File: src/rtl/fir_pkg.sv
// Shared types and helpers for the decimating FIR family.
// Rounding option is selected in mac_sat by FIR_DECIM_ROUND_EN.
package fir_pkg;

  typedef enum logic [1:0] {IDLE, MAC, OUT} fir_decim_state_t;

  localparam int SAT_W = 64;
  localparam int DEFAULT_NUM_TAPS = 16;
  localparam int ACC_GUARD = $clog2(DEFAULT_NUM_TAPS);

  // Guard bits needed so a sum of num_taps full-scale products cannot overflow.
  function automatic int acc_guard(input int num_taps);
    return $clog2(num_taps);
  endfunction

  // Clamp an already-shifted value to the signed range of 'width' bits.
  function automatic logic signed [SAT_W-1:0] sat_trunc(
    input logic signed [SAT_W-1:0] value,
    input int                      width
  );
    logic signed [SAT_W-1:0] hi;
    logic signed [SAT_W-1:0] lo;
    hi = (64'sd1 <<< (width - 1)) - 64'sd1;
    lo = ~hi;
    if (value > hi) return hi;
    if (value < lo) return lo;
    return value;
  endfunction

endpackage

File: src/rtl/fir_decim_pipe_mac_sat.sv
// Registered multiply-accumulate with clear/enable and a shift/round/saturate result.
// FIR_DECIM_ROUND_EN adds half an output LSB before the shift (round half up).
module mac_sat
  import fir_pkg::*;
#(
  parameter int DATA_WIDTH  = 8,
  parameter int COEFF_WIDTH = 8,
  parameter int ACC_WIDTH   = 20
) (
  input  logic                          clk,
  input  logic                          rst,
  input  logic                          clr,
  input  logic                          en,
  input  logic signed [DATA_WIDTH-1:0]  sample,
  input  logic signed [COEFF_WIDTH-1:0] coeff,
  output logic signed [DATA_WIDTH-1:0]  result
);

  localparam int PROD_WIDTH = DATA_WIDTH + COEFF_WIDTH;

  logic signed [PROD_WIDTH-1:0] prod;
  logic signed [ACC_WIDTH-1:0]  acc_reg;
  logic signed [ACC_WIDTH-1:0]  biased;
  logic signed [ACC_WIDTH-1:0]  shifted;

  assign prod = PROD_WIDTH'(sample) * PROD_WIDTH'(coeff);

  always_ff @(posedge clk or posedge rst) begin
    if (rst) begin
      acc_reg <= '0;
    end else if (clr) begin
      acc_reg <= '0;
    end else if (en) begin
      acc_reg <= acc_reg + ACC_WIDTH'(prod);
    end
  end

`ifdef FIR_DECIM_ROUND_EN
  localparam logic signed [ACC_WIDTH-1:0] HALF_LSB = ACC_WIDTH'(1) << (COEFF_WIDTH - 2);
  assign biased = acc_reg + HALF_LSB;
`else
  assign biased = acc_reg;
`endif

  // Coefficients are Q1.(COEFF_WIDTH-1), so dropping COEFF_WIDTH-1 bits restores sample scale.
  assign shifted = biased >>> (COEFF_WIDTH - 1);
  assign result  = DATA_WIDTH'(sat_trunc(SAT_W'(shifted), DATA_WIDTH));

endmodule

File: src/rtl/fir_decim_pipe.sv
// Polyphase decimating FIR: one output per DECIM_FACTOR inputs, one shared MAC over NUM_TAPS cycles.
// Optional FIR_DECIM_ROUND_EN selects round-half-up instead of truncation (inside mac_sat).
module fir_decim_pipe
  import fir_pkg::*;
#(
  parameter int DATA_WIDTH      = 8,
  parameter int TAP_COEFF_WIDTH = 8,
  parameter int NUM_TAPS        = 16,
  parameter int DECIM_FACTOR    = 4
) (
  input  logic                              clk,
  input  logic                              rst,
  input  logic signed [DATA_WIDTH-1:0]      in,
  input  logic                              in_valid,
  output logic                              in_ready,
  input  logic signed [TAP_COEFF_WIDTH-1:0] tap_coeffs [NUM_TAPS],
  output logic signed [DATA_WIDTH-1:0]      out,
  output logic                              out_valid
);

  localparam int ACC_WIDTH = DATA_WIDTH + TAP_COEFF_WIDTH + acc_guard(NUM_TAPS);
  localparam int PHASE_W   = $clog2(DECIM_FACTOR);
  localparam int K_W       = $clog2(NUM_TAPS);
  localparam logic [PHASE_W-1:0] LAST_PHASE = PHASE_W'(DECIM_FACTOR - 1);
  localparam logic [K_W-1:0]     LAST_K     = K_W'(NUM_TAPS - 1);

  fir_decim_state_t state_reg;
  logic [PHASE_W-1:0] phase_reg;
  logic [K_W-1:0]     k_reg;

  logic signed [DATA_WIDTH-1:0]      dl_reg    [NUM_TAPS];
  logic signed [DATA_WIDTH-1:0]      dl_next   [NUM_TAPS];
  logic signed [DATA_WIDTH-1:0]      snap_reg  [NUM_TAPS];
  logic signed [TAP_COEFF_WIDTH-1:0] csnap_reg [NUM_TAPS];

  logic accept;
  logic frame;
  logic signed [DATA_WIDTH-1:0] mac_result;

  // Frame samples stall while the MAC is busy; all other phases flow through.
  assign in_ready = (phase_reg != LAST_PHASE) || (state_reg == IDLE) || (state_reg == OUT);
  assign accept   = in_valid && in_ready;
  assign frame    = accept && (phase_reg == LAST_PHASE);

  // Post-shift view of the delay line; the snapshot needs it on the frame edge.
  generate
    for (genvar gi = 0; gi < NUM_TAPS; gi++) begin : g_shift
      if (gi == 0) begin : g_head
        assign dl_next[gi] = in;
      end else begin : g_tail
        assign dl_next[gi] = dl_reg[gi-1];
      end
    end
  endgenerate

  always_ff @(posedge clk or posedge rst) begin
    if (rst) begin
      phase_reg <= '0;
      for (int i = 0; i < NUM_TAPS; i++) begin
        dl_reg[i]    <= '0;
        snap_reg[i]  <= '0;
        csnap_reg[i] <= '0;
      end
    end else if (accept) begin
      phase_reg <= (phase_reg == LAST_PHASE) ? '0 : phase_reg + PHASE_W'(1);
      for (int i = 0; i < NUM_TAPS; i++) begin
        dl_reg[i] <= dl_next[i];
      end
      if (frame) begin
        for (int i = 0; i < NUM_TAPS; i++) begin
          snap_reg[i]  <= dl_next[i];
          csnap_reg[i] <= tap_coeffs[i];
        end
      end
    end
  end

  always_ff @(posedge clk or posedge rst) begin
    if (rst) begin
      state_reg <= IDLE;
      k_reg     <= '0;
      out       <= '0;
      out_valid <= 1'b0;
    end else begin
      out_valid <= 1'b0;
      case (state_reg)
        IDLE: begin
          if (frame) begin
            state_reg <= MAC;
            k_reg     <= '0;
          end
        end
        MAC: begin
          if (k_reg == LAST_K) begin
            state_reg <= OUT;
            k_reg     <= '0;
          end else begin
            k_reg <= k_reg + K_W'(1);
          end
        end
        OUT: begin
          out       <= mac_result;
          out_valid <= 1'b1;
          k_reg     <= '0;
          state_reg <= frame ? MAC : IDLE;
        end
        default: begin
          state_reg <= IDLE;
          k_reg     <= '0;
        end
      endcase
    end
  end

  // The accumulator clears on every frame edge, including one that lands on OUT.
  mac_sat #(
    .DATA_WIDTH  (DATA_WIDTH),
    .COEFF_WIDTH (TAP_COEFF_WIDTH),
    .ACC_WIDTH   (ACC_WIDTH)
  ) u_mac (
    .clk    (clk),
    .rst    (rst),
    .clr    (frame),
    .en     (state_reg == MAC),
    .sample (snap_reg[k_reg]),
    .coeff  (csnap_reg[k_reg]),
    .result (mac_result)
  );

endmodule

File: config.mk
export PLATFORM = sky130hd
export DESIGN_NAME = fir_decim_pipe
export DESIGN_NICKNAME = d
export VERILOG_FILES = /design/src/rtl/fir_pkg.sv /design/src/rtl/fir_decim_pipe_mac_sat.sv /design/src/rtl/fir_decim_pipe.sv
export SDC_FILE = /design/constraint.sdc
export NUM_CORES = 1
export LEC_CHECK = 0
export ABC_AREA = 0
export BUFFER_PORTS_ARGS = -buffer_cell sky130_fd_sc_hd__buf_2
export CORE_UTILIZATION = 54
export DETAILED_ROUTE_END_ITERATION = 10
export GPL_ROUTABILITY_DRIVEN = 0
export PLACE_DENSITY = 0.76
export SETUP_SLACK_MARGIN = 0.4
export SYNTH_ARGS = -nofsm -noshare
export SYNTH_HDL_FRONTEND = slang
export SYNTH_SLANG_ARGS = --single-unit
export TNS_END_PERCENT = 20
File: constraint.sdc
create_clock -name clk -period 37.7 [get_ports clk]
set_input_delay 7.54 -clock clk [delete_from_list [all_inputs] [get_ports clk]]
set_output_delay 7.54 -clock clk [all_outputs]
set_load 0.01 [all_outputs]
* Yosys cells after proc, flatten, opt, wreduce, memory -nomap -nowiden
Index checks and enable logic that the tools add are counted.
Operators by class: $add $sub $neg 3, multipliers 1, order comparisons 3, eq/ne operators 7, muxes and demuxes 24, bitwise operators 1, reductions and logical operators 8
Operator list (count):
- $bmux W8 S4 | 2
- $mux W8 | 8
- $mux W20 | 2
- $add A20 B16 Y20 | 1
- $mul A8 B8 Y16 | 1
- $gt A13 B8 Y1 const B | 1
- $lt A13 B8 Y1 const B | 1
- $mux W4 | 2
- $pmux W4 S2 | 1
- $mux W2 | 3
- $ne A2 B2 Y1 const B | 3
- $pmux W2 S3 | 1
- $ge A5 B5 Y1 const B | 1
- $mux W1 | 5
- $not A4 Y5 | 1
- $add A4 B1 Y4 const B | 1
- $eq A2 B2 Y1 const B | 2
- $eq A4 B4 Y1 const B | 1
- $reduce_and A2 Y1 | 2
- $add A2 B1 Y2 const B | 1
- $eq A2 B1 Y1 const B | 1
- $logic_and A1 B1 Y1 | 2
- $logic_not A2 Y1 | 1
- $logic_or A1 B1 Y1 | 2
- $reduce_bool A2 Y1 | 1
Word-level totals: flip-flop bits (word level) 413, input port bits 139, output and inout bits 10

* Longest topological paths before layout
Gate-level depths: netlist of run 1.
depth in word-level cells 8, gate-level depth with buffers 24, depth with buffers taken out 21

* By module
A second synthesis of run 1 with hierarchy kept.
Second synthesis, totals: cells, all modules 1460, area, all modules 21381.8 sq um
Modules (own cells, without submodules):
- fir_decim_pipe | times used 1, cells an instance 992, area each 16898.7 sq um, sequential area each 9834.4 sq um
- mac_sat | times used 1, cells an instance 468, area each 4483.0 sq um, sequential area each 500.5 sq um

* Least setup slack after synthesis of run 1
Ideal clock, no wire load.
path kind input to register, from in in_valid, to reg dl_reg (netlist bit dl_next[119]), library setup time 0.125 ns, data arrival time 8.631 ns, required time 37.575 ns, setup slack 28.944 ns, stages on the path 5, buffers on the path 3, path through and2_1 clkbuf_1 clkbuf_1 buf_2 mux2_2
On the way: longest elaborated chain between the ends 1
Ends and longest elaborated chain:
- start: declaration | RTL line fir_decim_pipe.sv:14 | input logic in_valid,
- $logic_and A1 B1 Y1 | RTL line fir_decim_pipe.sv:42 | assign accept = in_valid && in_ready;
- end signal: indexed assignment | RTL line fir_decim_pipe.sv:67 | dl_reg[i] <= dl_next[i];
- end: declaration | RTL line fir_decim_pipe.sv:31 | logic signed [DATA_WIDTH-1:0] dl_reg [NUM_TAPS];
Every way passes these cells. A chain may end at the register's enable or synchronous reset.

==> results.cfg, run 1 <==
[route]
drtIter0Drc = 1102
drt_pass1_iterations = 5
drcViolationCount = 0
ant_nets = 0
routed_wl_um = 45000
wl_met2_um = 22400
vias = 14100
m1WireLength_um = 19100
wl_per_cell_um = 17.2
maxUsedRoutingLayer = met5
met3_length_um = 2010
via_per_inst = 5.38

[setup_path]
endpoint_kind = asynchronous set/reset pin
crit_chain = buf_2 -> inv_8 -> buf_4 -> buf_4 -> buf_4
cp_common_cell = buf_4
start_kind = primary input
r2r_setup_slack_ps = 29890
slowest_stage = buf_4
slowest_delay_ps = 920
worstReg2RegStart = k_reg[0]
path_class = primary input to asynchronous set/reset pin
crit_fanout = 132
regToRegEndpoint = u_mac.acc_reg[19]
ff2ff_path_depth = 19
required_ps = 38210
crit_arrival_ps = 10820

[sta]
period_share_pct = 27.3
min_period_ps = 10310
max_freq_mhz = 97.0
finalSetupTns_ps = 0
skew_ps = 23.1
hold_viol_final = 0
timing.slew.headroom_pct = 22.9
rsz0062_at_grt = false
setup_viol = 0
slew_viol_final = 0
worst_slew_pin_slew_ps = 1160

[clocking]
clkLatencyLatePin_ps = 550
clockRootBuffer = clkbuf_16
post_cts_resized = 0
htreeDepth = 2
post_cts_buffers = 0
clock-sinks = 413
cts_hold_buf = 0
tritoncts = built
numCtsBuffers = 43
clock_path_buffers = 3
clk_pin_slew_ps = 60

[logic_synthesis]
synth_compound_area_share_pct = 2.20
yosys.area_share.simple_pct = 17.0
ys_seq_elements = 413
synth_mux_area_share_pct = 15.2
ys_top_cells_by_area = dfrtp_1, nand2_1, mux4_2, fa_1, mux2_2
synth_top_area_share_pct = 49.5
ys.flop_type = dfrtp_1
synth_cell_types = 40
synth_warnings = 0
async_reset_ff_share_pct = 100
synthCells = 1958
ys_seq_area_share_pct = 49.5
synth_top_family_by_area = simple AND/OR/NAND/NOR gates
synth_xor_area_share_pct = 0.796
synth_edf_count = 0
synth_fp_nets = 2233
yosysTopAreaCell = dfrtp_1
synthAdderAreaFrac_pct = 11.3
syn_area_um2 = 20900
avgSynthCellArea_um2 = 10.7

[layout]
syn2layout_area_growth_pct = 12.0
nets = 2339
seqCellArea_um2 = 10300
final_layout_size_suffix_gt1_share_pct = 21.0
instances_no_fill = 2612
num-fill-cells = 2949
multi_input_comb_area_um2 = 9740

[grt]
grt_usage_pct = 23.8
grt_max_degree = 246
antenna_found_initial = 2
grt.overflow.total = 0
grt_pass1_wl_um = 74400
grt_pass1_vias = 14700

[floorplanning]
io_pins = 149
start_util_pct = 55.2
dieHeight_um = 199
row_count = 71
coreArea_um2 = 37800
fp.dieW_um = 199
die_area_um2 = 39500

[placed_design]
place_inst = 2530
hpwl_um = 29100
portBuffers = 148

[status]
status = finished, final reports clean

[min_path]
hold_path.class = flip-flop to flip-flop
holdPathEnd = snap_reg[3]
hold_depth = 2
hp-start = dl_next[3]

[flow_run]
cap_violations = 0
==> cells by family (layout without fill, tap and decap cells) <==
family                     after synthesis  count (layout)
AOI/OAI and AO/OA                       76              76
adders and majority gates              136             136
xor gates and xnor gates                19              19
DFF                                    413             413
muxes                                  204             204
other                                    0               3
and+or+nand+nor                        908             908
buffers and inverters                  202             342
==> layout make-up <==
cell class / count / share of cell area (%)
diodes: 3 / 0.0321
clock buffers: 62 / 5.33
clock inverters: 17 / 0.780
inverters: 104 / 1.70
multi-input cells: 1343 / 41.6
flip-flops and latches: 413 / 44.2
well taps: 511 / 2.73
repair buffers: 159 / 3.62
==> cell usage in the layout (no fill, tap or decap), drive strengths merged, types with 5 or more instances in the layout <==
| master | synthesis | routed |
|---|---|---|
| a21oi | 9 | 9 |
| and2 | 35 | 35 |
| inv | 104 | 107 |
| nor3 | 7 | 7 |
| ha | 48 | 48 |
| buf | 31 | 159 |
| xor2 | 7 | 7 |
| o21ai | 41 | 41 |
| xnor2 | 12 | 12 |
| mux2 | 123 | 123 |
| nor2 | 17 | 17 |
| dfrtp | 413 | 413 |
| mux4 | 79 | 79 |
| nand2b | 5 | 5 |
| nand3 | 16 | 16 |
| o21a | 7 | 7 |
| nand2 | 821 | 821 |
| clkbuf | 67 | 62 |
| clkinv | 0 | 8 |
| fa | 88 | 88 |
==> worst max-delay path by stage <==
stage,from,endpoint,slack (ps),depth (start not counted)
4_1_cts,rst,snap_reg[35],27210,5
3_3_place_gp,rst,csnap_reg[100],26690,5
2_1_floorplan,rst,csnap_reg[0],18670,1
5_1_grt,rst,snap_reg[35],26700,5
3_5_place_dp,rst,csnap_reg[106],26660,5
6_report,rst,snap_reg[24],27390,5
==> worst max-delay path, delay by kind of cell <==
family                 cells  cell delay, ps
buffers and inverters      5            3090
==> per-stage QoR <==
stage / utilization [%] / cell area (µm²) / setup WS [ps] / hold slack, ps
floorplan: - / 20900 / 18670 / 435
finish: 61.8 / 23400 / 27390 / 467
global placement: 58.1 / 22000 / 26690 / 446
global route: 61.8 / 23400 / 26700 / 488
CTS: 61.8 / 23400 / 27210 / 462
detailed placement: 58.1 / 22000 / 26660 / 453
==> layer usage <==
metal  track usage (%)  vias up
met5                 0        -
met3              3.58      109
met1              32.0     7091
met4              9.17        2
met2              39.3      338
li1                  -     6510
==> cell usage after synthesis, types with 11 or more instances <==
cell type / n
mux2_2: 123
ha_1: 48
buf_1: 12
nand2_1: 821
mux4_2: 79
xnor2_1: 12
fa_1: 88
inv_1: 104
nor2_1: 17
clkbuf_1: 67
dfrtp_1: 413
o21ai_0: 40
buf_2: 11
nand3_1: 16
and2_1: 34
Power of run 1 is left out: the tool's default activity adds up to more than one toggle a clock period on the data nets, which glitch-free logic cannot reach.
==> inputs of run 2 (changes only) <==
==> constraint.sdc (replaced) <==
create_clock -name clk -period 10.7 [get_ports clk]
set_input_delay 2.14 -clock clk [delete_from_list [all_inputs] [get_ports clk]]
set_output_delay 2.14 -clock clk [all_outputs]
set_load 0.01 [all_outputs]
==> run 2 against run 1 <==
Compared with the run above: clock skew shrank 6.9 ps; non-clock buffer count grew 1; critical path depth grew 13; wire length shrank 0.30%; utilization shrank 0.14 points; critical path type is now flip-flop to flip-flop.
==> results.cfg, run 2 (synthesis gave the netlist of run 1 again) <==
[grt]
antenna_found_initial = 1
grt_max_degree = 244
grt_usage_pct = 24.0
grt.overflow.total = 0
grt_pass1_wl_um = 74000
grt_pass1_vias = 14600

[clocking]
tritoncts = built
clock-sinks = 413
post_cts_buffers = 0
clk_pin_slew_ps = 60
clock_path_buffers = 3
cts_hold_buf = 0
clkLatencyLatePin_ps = 570
numCtsBuffers = 43
clockRootBuffer = clkbuf_16
post_cts_resized = 0
htreeDepth = 2

[route]
vias = 14100
via_per_inst = 5.41
wl_per_cell_um = 17.2
ant_nets = 0
drt_pass1_iterations = 5
drcViolationCount = 0
drtIter0Drc = 985
routed_wl_um = 44900

[floorplanning]
start_util_pct = 55.2
row_count = 71
io_pins = 149
fp.dieW_um = 199
coreArea_um2 = 37800
dieHeight_um = 199
die_area_um2 = 39500

[setup_path]
cp_common_cell = fa_1
path_depth = 18
crit_chain = buf_4 -> mux4_2 -> mux4_2 -> and2_1 -> inv_1 -> fa_1 -> inv_1 -> fa_1 -> fa_1 -> fa_1 -> fa_1 -> ha_1 -> o21a_1 -> o21ai_0 -> a311o_1 -> o21ai_0 -> xnor2_1 -> o21ai_0
crit_fanout = 37
required_ps = 11100
path_class = flip-flop to flip-flop
endpoint_kind = flip-flop
start_kind = flip-flop
r2r_setup_slack_ps = 3220
regToRegEndpoint = u_mac.acc_reg[16]
worstReg2RegStart = k_reg[1]
ff2ff_path_depth = 18
crit_buf_inv = 3
critPathTopFamily = adder cells
crit_arrival_ps = 7880
slowest_stage = dfrtp_2
slowest_delay_ps = 1100

[layout]
syn2layout_area_growth_pct = 11.8
nets = 2340
final_common_cell = nand2_1
most-common-layout-cells = nand2_1, dfrtp_1, buf_2
n_antenna_cell = 0
final_layout_size_suffix_gt1_share_pct = 20.7
final_util_pct = 61.7

[placed_design]
hpwl_um = 29700
portBuffers = 148

[sta]
hold_viol_final = 0
max_freq_mhz = 134
setup_viol = 0
worst_slew_pin_slew_ps = 1120
finalSetupTns_ps = 0
skew_ps = 16.2
slew_viol_final = 0
timing.slew.headroom_pct = 25.6
period_share_pct = 69.9
min_period_ps = 7480
rsz0062_at_grt = false

[min_path]
hp-start = dl_next[3]
holdPathEnd = snap_reg[3]
hold_depth = 2
hold_path.class = flip-flop to flip-flop

[flow_run]
cap_violations = 0

[status]
status = finished, final reports clean
## run 2: changes by cell type in the layout (fill, tap and decap cells not counted), moves of 2 or more
cell        delta
clkbuf_1       +5
diode_2        -3
bufinv_16      -2
inv_6          -2
clkinvlp_4     -2
## run 2: cell type report
class / count / area (µm²)
Tap cell: 511 / 639
Timing Repair Buffer: 160 / 856
Clock buffer: 67 / 1270
Clock inverter: 10 / 115
Sequential cell: 413 / 10300
Inverter: 104 / 394
Fill cell: 3016 / 14500
Multi-Input combinational cell: 1343 / 9740
## run 2: worst min-delay path: cells and delay by family (launching register included)
family,cells,cell delay (ps)
DFF,1,340
and+or+nand+nor,2,100
## run 2: through the flow
| stage | setup slack (ps) | hold WS [ps] | instances | instance area, µm² |
|---|---|---|---|---|
| 6_report | 3220 | 459 | 2608 | 23400 |
| 5_1_grt | 2820 | 491 | 2608 | 23400 |
| 4_1_cts | 3220 | 459 | 2608 | 23400 |
| 3_5_place_dp | 3260 | 448 | 2531 | 22000 |
| 3_3_place_gp | 3320 | 442 | 2531 | 22000 |
| 2_1_floorplan | 2990 | 435 | 1958 | 20900 |
## run 2: worst max path at each step
| stage | from | end | slack (ps) |
|---|---|---|---|
| 6_report | k_reg[1] | u_mac.acc_reg[16] | 3220 |
| 5_1_grt | k_reg[0] | u_mac.acc_reg[17] | 2820 |
| 4_1_cts | k_reg[0] | u_mac.acc_reg[17] | 3220 |
| 3_5_place_dp | k_reg[0] | u_mac.acc_reg[17] | 3260 |
| 3_3_place_gp | k_reg[0] | u_mac.acc_reg[17] | 3320 |
| 2_1_floorplan | rst | csnap_reg[0] | 2990 |
## run 2: layer usage
layer / global-route usage (%) / share of wire [%] / vias up
li1: - / - / 6516
met1: 32.9 / 43 / 7203
met2: 39.0 / 50 / 325
met3: 3.75 / 4.5 / 75
met4: 8.38 / 2.7 / 2
met5: 0 / 0.025 / -
Power of run 2 is left out for the same reason.
==> inputs of run 3 (changes only) <==
--- a/config.mk
+++ b/config.mk
@@ -5,12 +5,12 @@
 export SDC_FILE = /design/constraint.sdc
 export NUM_CORES = 1
 export LEC_CHECK = 0
-export ABC_AREA = 0
+export ABC_AREA = 1
 export BUFFER_PORTS_ARGS = -buffer_cell sky130_fd_sc_hd__buf_2
 export CORE_UTILIZATION = 54
 export DETAILED_ROUTE_END_ITERATION = 10
 export GPL_ROUTABILITY_DRIVEN = 0
-export PLACE_DENSITY = 0.76
+export PLACE_DENSITY = 0.78
 export SETUP_SLACK_MARGIN = 0.4
 export SYNTH_ARGS = -nofsm -noshare
 export SYNTH_HDL_FRONTEND = slang
==> constraint.sdc (replaced) <==
create_clock -name clk -period 6.22 [get_ports clk]
set_input_delay 1.244 -clock clk [delete_from_list [all_inputs] [get_ports clk]]
set_output_delay 1.244 -clock clk [all_outputs]
set_load 0.01 [all_outputs]
==> run 3 against run 2 <==
Compared with the run above: critical path depth is 7 higher; synthesized cell count is 31% higher; sequential share of layout area is 2.2 points lower; critical endpoint is now u_mac.acc_reg[14]; largest cell class unchanged; critical path type unchanged; hold slack better by 14 ps; sequential cell count stayed put; design area is 5.4% higher; first-iteration DRC count is 59% higher.
==> results.cfg, run 3 <==
[floorplanning]
io_pins = 149
dieHeight_um = 202
start_util_pct = 54.7
row_count = 73
die_area_um2 = 41000
coreArea_um2 = 39600
fp.dieW_um = 202

[clocking]
htreeDepth = 2
numCtsBuffers = 45
clkLatencyLatePin_ps = 580
cts_hold_buf = 0
clock-sinks = 413
tritoncts = built
clockRootBuffer = clkbuf_16
clk_pin_slew_ps = 60
clock_path_buffers = 3

[logic_synthesis]
async_reset_ff_share_pct = 100
synthTopCellsByCount = nand2_1, dfrtp_1, inv_1
ys_seq_area_share_pct = 47.6
synth_top_area_share_pct = 47.6
synth_warnings = 0
yosysTopAreaCell = dfrtp_1
synthCells = 2565
ys_seq_elements = 413
yosysMostFrequentCell = nand2_1
synth_fp_nets = 2840
synth_edf_count = 0
ys_top_cells_by_area = dfrtp_1, nand2_1, fa_1, o21ai_0, inv_1
ys.flop_type = dfrtp_1
avgSynthCellArea_um2 = 8.46
syn_area_um2 = 21700
synth_cell_types = 35

[grt]
met2_usage_pct = 42.2
grt.overflow.total = 0
grt_usage_pct = 26.3
globalRouteMet3Util_pct = 5.35
grt_util_met1_pct = 35.3
grt_pass1_vias = 17400
grt_max_degree = 174
grt_pass1_wl_um = 86800
antenna_found_initial = 1
top_usage_layer = met2

[route]
via_per_inst = 5.42
ant_nets = 0
wl_per_cell_um = 16.6
vias = 17500
drt_pass1_iterations = 5
drtIter0Drc = 1571
drcViolationCount = 0
routed_wl_um = 53800

[layout]
final_layout_size_suffix_gt1_share_pct = 12.6
most-common-layout-cells = nand2_1, dfrtp_1, inv_1
nets = 2944
final_common_cell = nand2_1
syn2layout_area_growth_pct = 13.4

[sta]
period_share_pct = 92.6
hold_viol_final = 0
timing.slew.headroom_pct = 24.7
setup_viol = 0
rsz0062_at_grt = true
hold_ws_ps = 473
slew_viol_final = 0
min_period_ps = 5760
max_freq_mhz = 174
skew_ps = 21.6
finalSetupTns_ps = 0
worst_slew_pin_slew_ps = 1130

[setup_path]
crit_start = k_reg[0]
start_kind = flip-flop
required_ps = 6720
crit_fanout = 22
path_class = flip-flop to flip-flop
worstReg2RegStart = k_reg[0]
endpoint_kind = flip-flop
crit_arrival_ps = 6260

[placed_design]
hpwl_um = 34900
portBuffers = 148

[flow_run]
cap_violations = 0

[status]
status = finished, final reports clean

[min_path]
hp-start = csnap_reg[59]
hold_path.class = flip-flop to flip-flop
[run 3: changes by cell type after synthesis, sizes merged, moves of 8 or more]
cell / change
nor2: +104
o211ai: +61
nand2: -97
nand3: +77
buf: +69
clkbuf: -30
inv: +260
mux2: -123
mux4: -79
xnor2: -8
o21ai: +392
a21oi: +49
and2: -35
[run 3: timing repair]
item | 4_1_cts | 5_1_grt
buffers inserted | 1 | 6
resized for setup | 3 | 74
pin swaps | 0 | 13
gates cloned | 0 | 4
endpoints found under the setup margin | 6 | 12
hold endpoints to repair | 0 | 0
[run 3: final timing paths]
kind / endpoint / slack, ps / cells after the start
max in group asynchronous: k_reg[0] / 4000 / 3
min in group asynchronous: csnap_reg[106] / 690 / 2
setup reg to reg: u_mac.acc_reg[14] / 460 / 25
setup / recovery: u_mac.acc_reg[14] / 460 / 25
hold reg to reg: csnap_reg[59] / 470 / 2
hold / removal: csnap_reg[59] / 470 / 2
[run 3: layout make-up]
cell class | instances | area (µm²)
well taps | 525 | 657
fillers | 3258 | 15000
flip-flops and latches | 413 | 10300
multi-input cells | 1650 | 9400
diodes | 1 | 2.50
inverters | 365 | 1400
clock inverters | 19 | 140
repair buffers | 194 | 1340
clock buffers | 64 | 1330
[run 3: cell families after synthesis]
logic type      after synthesis  share of synthesized area (%)
buf+inv                     502                           10.2
xor+xnor                      4                          0.161
fa+ha+maj                   136                           10.9
compound gates              563                           14.0
simple gates                947                           17.2
flops                       413                           47.6
[run 3: critical path, stage by stage, from the launching register on]
cell	delay, ps
dfrtp_4	540
buf_4	170
clkbuf_16	180
o211ai_1	250
nand3_1	160
nand3_1	180
nand2_4	130
nand2_1	90
inv_1	60
fa_1	510
inv_1	50
fa_1	510
inv_1	80
fa_1	570
fa_1	470
fa_1	610
ha_4	230
nand2_1	70
inv_1	50
o21bai_2	140
nand2_1	80
nand2_1	70
nand3b_1	120
nand2_1	120
nand2_1	60
o21ai_1	160
[run 3: per-layer routing]
metal | up-vias | part of all wire, %
met1 | 8374 | 42
li1 | 8284 | -
met3 | 133 | 8.3
met2 | 720 | 47
met4 | 0 | 3.4
met5 | - | 0
[run 3: stage by stage]
step	area [µm²]	cells	util [%]	worst slack, ps
finish	24600	3231	62.1	462
global route	24600	3230	62.1	290
global placement	22700	3136	57.2	488
CTS	24200	3220	61.0	387
detailed placement	22700	3136	57.2	382
floorplan	21700	2565	-	-592
Power of run 3 is left out for the same reason.
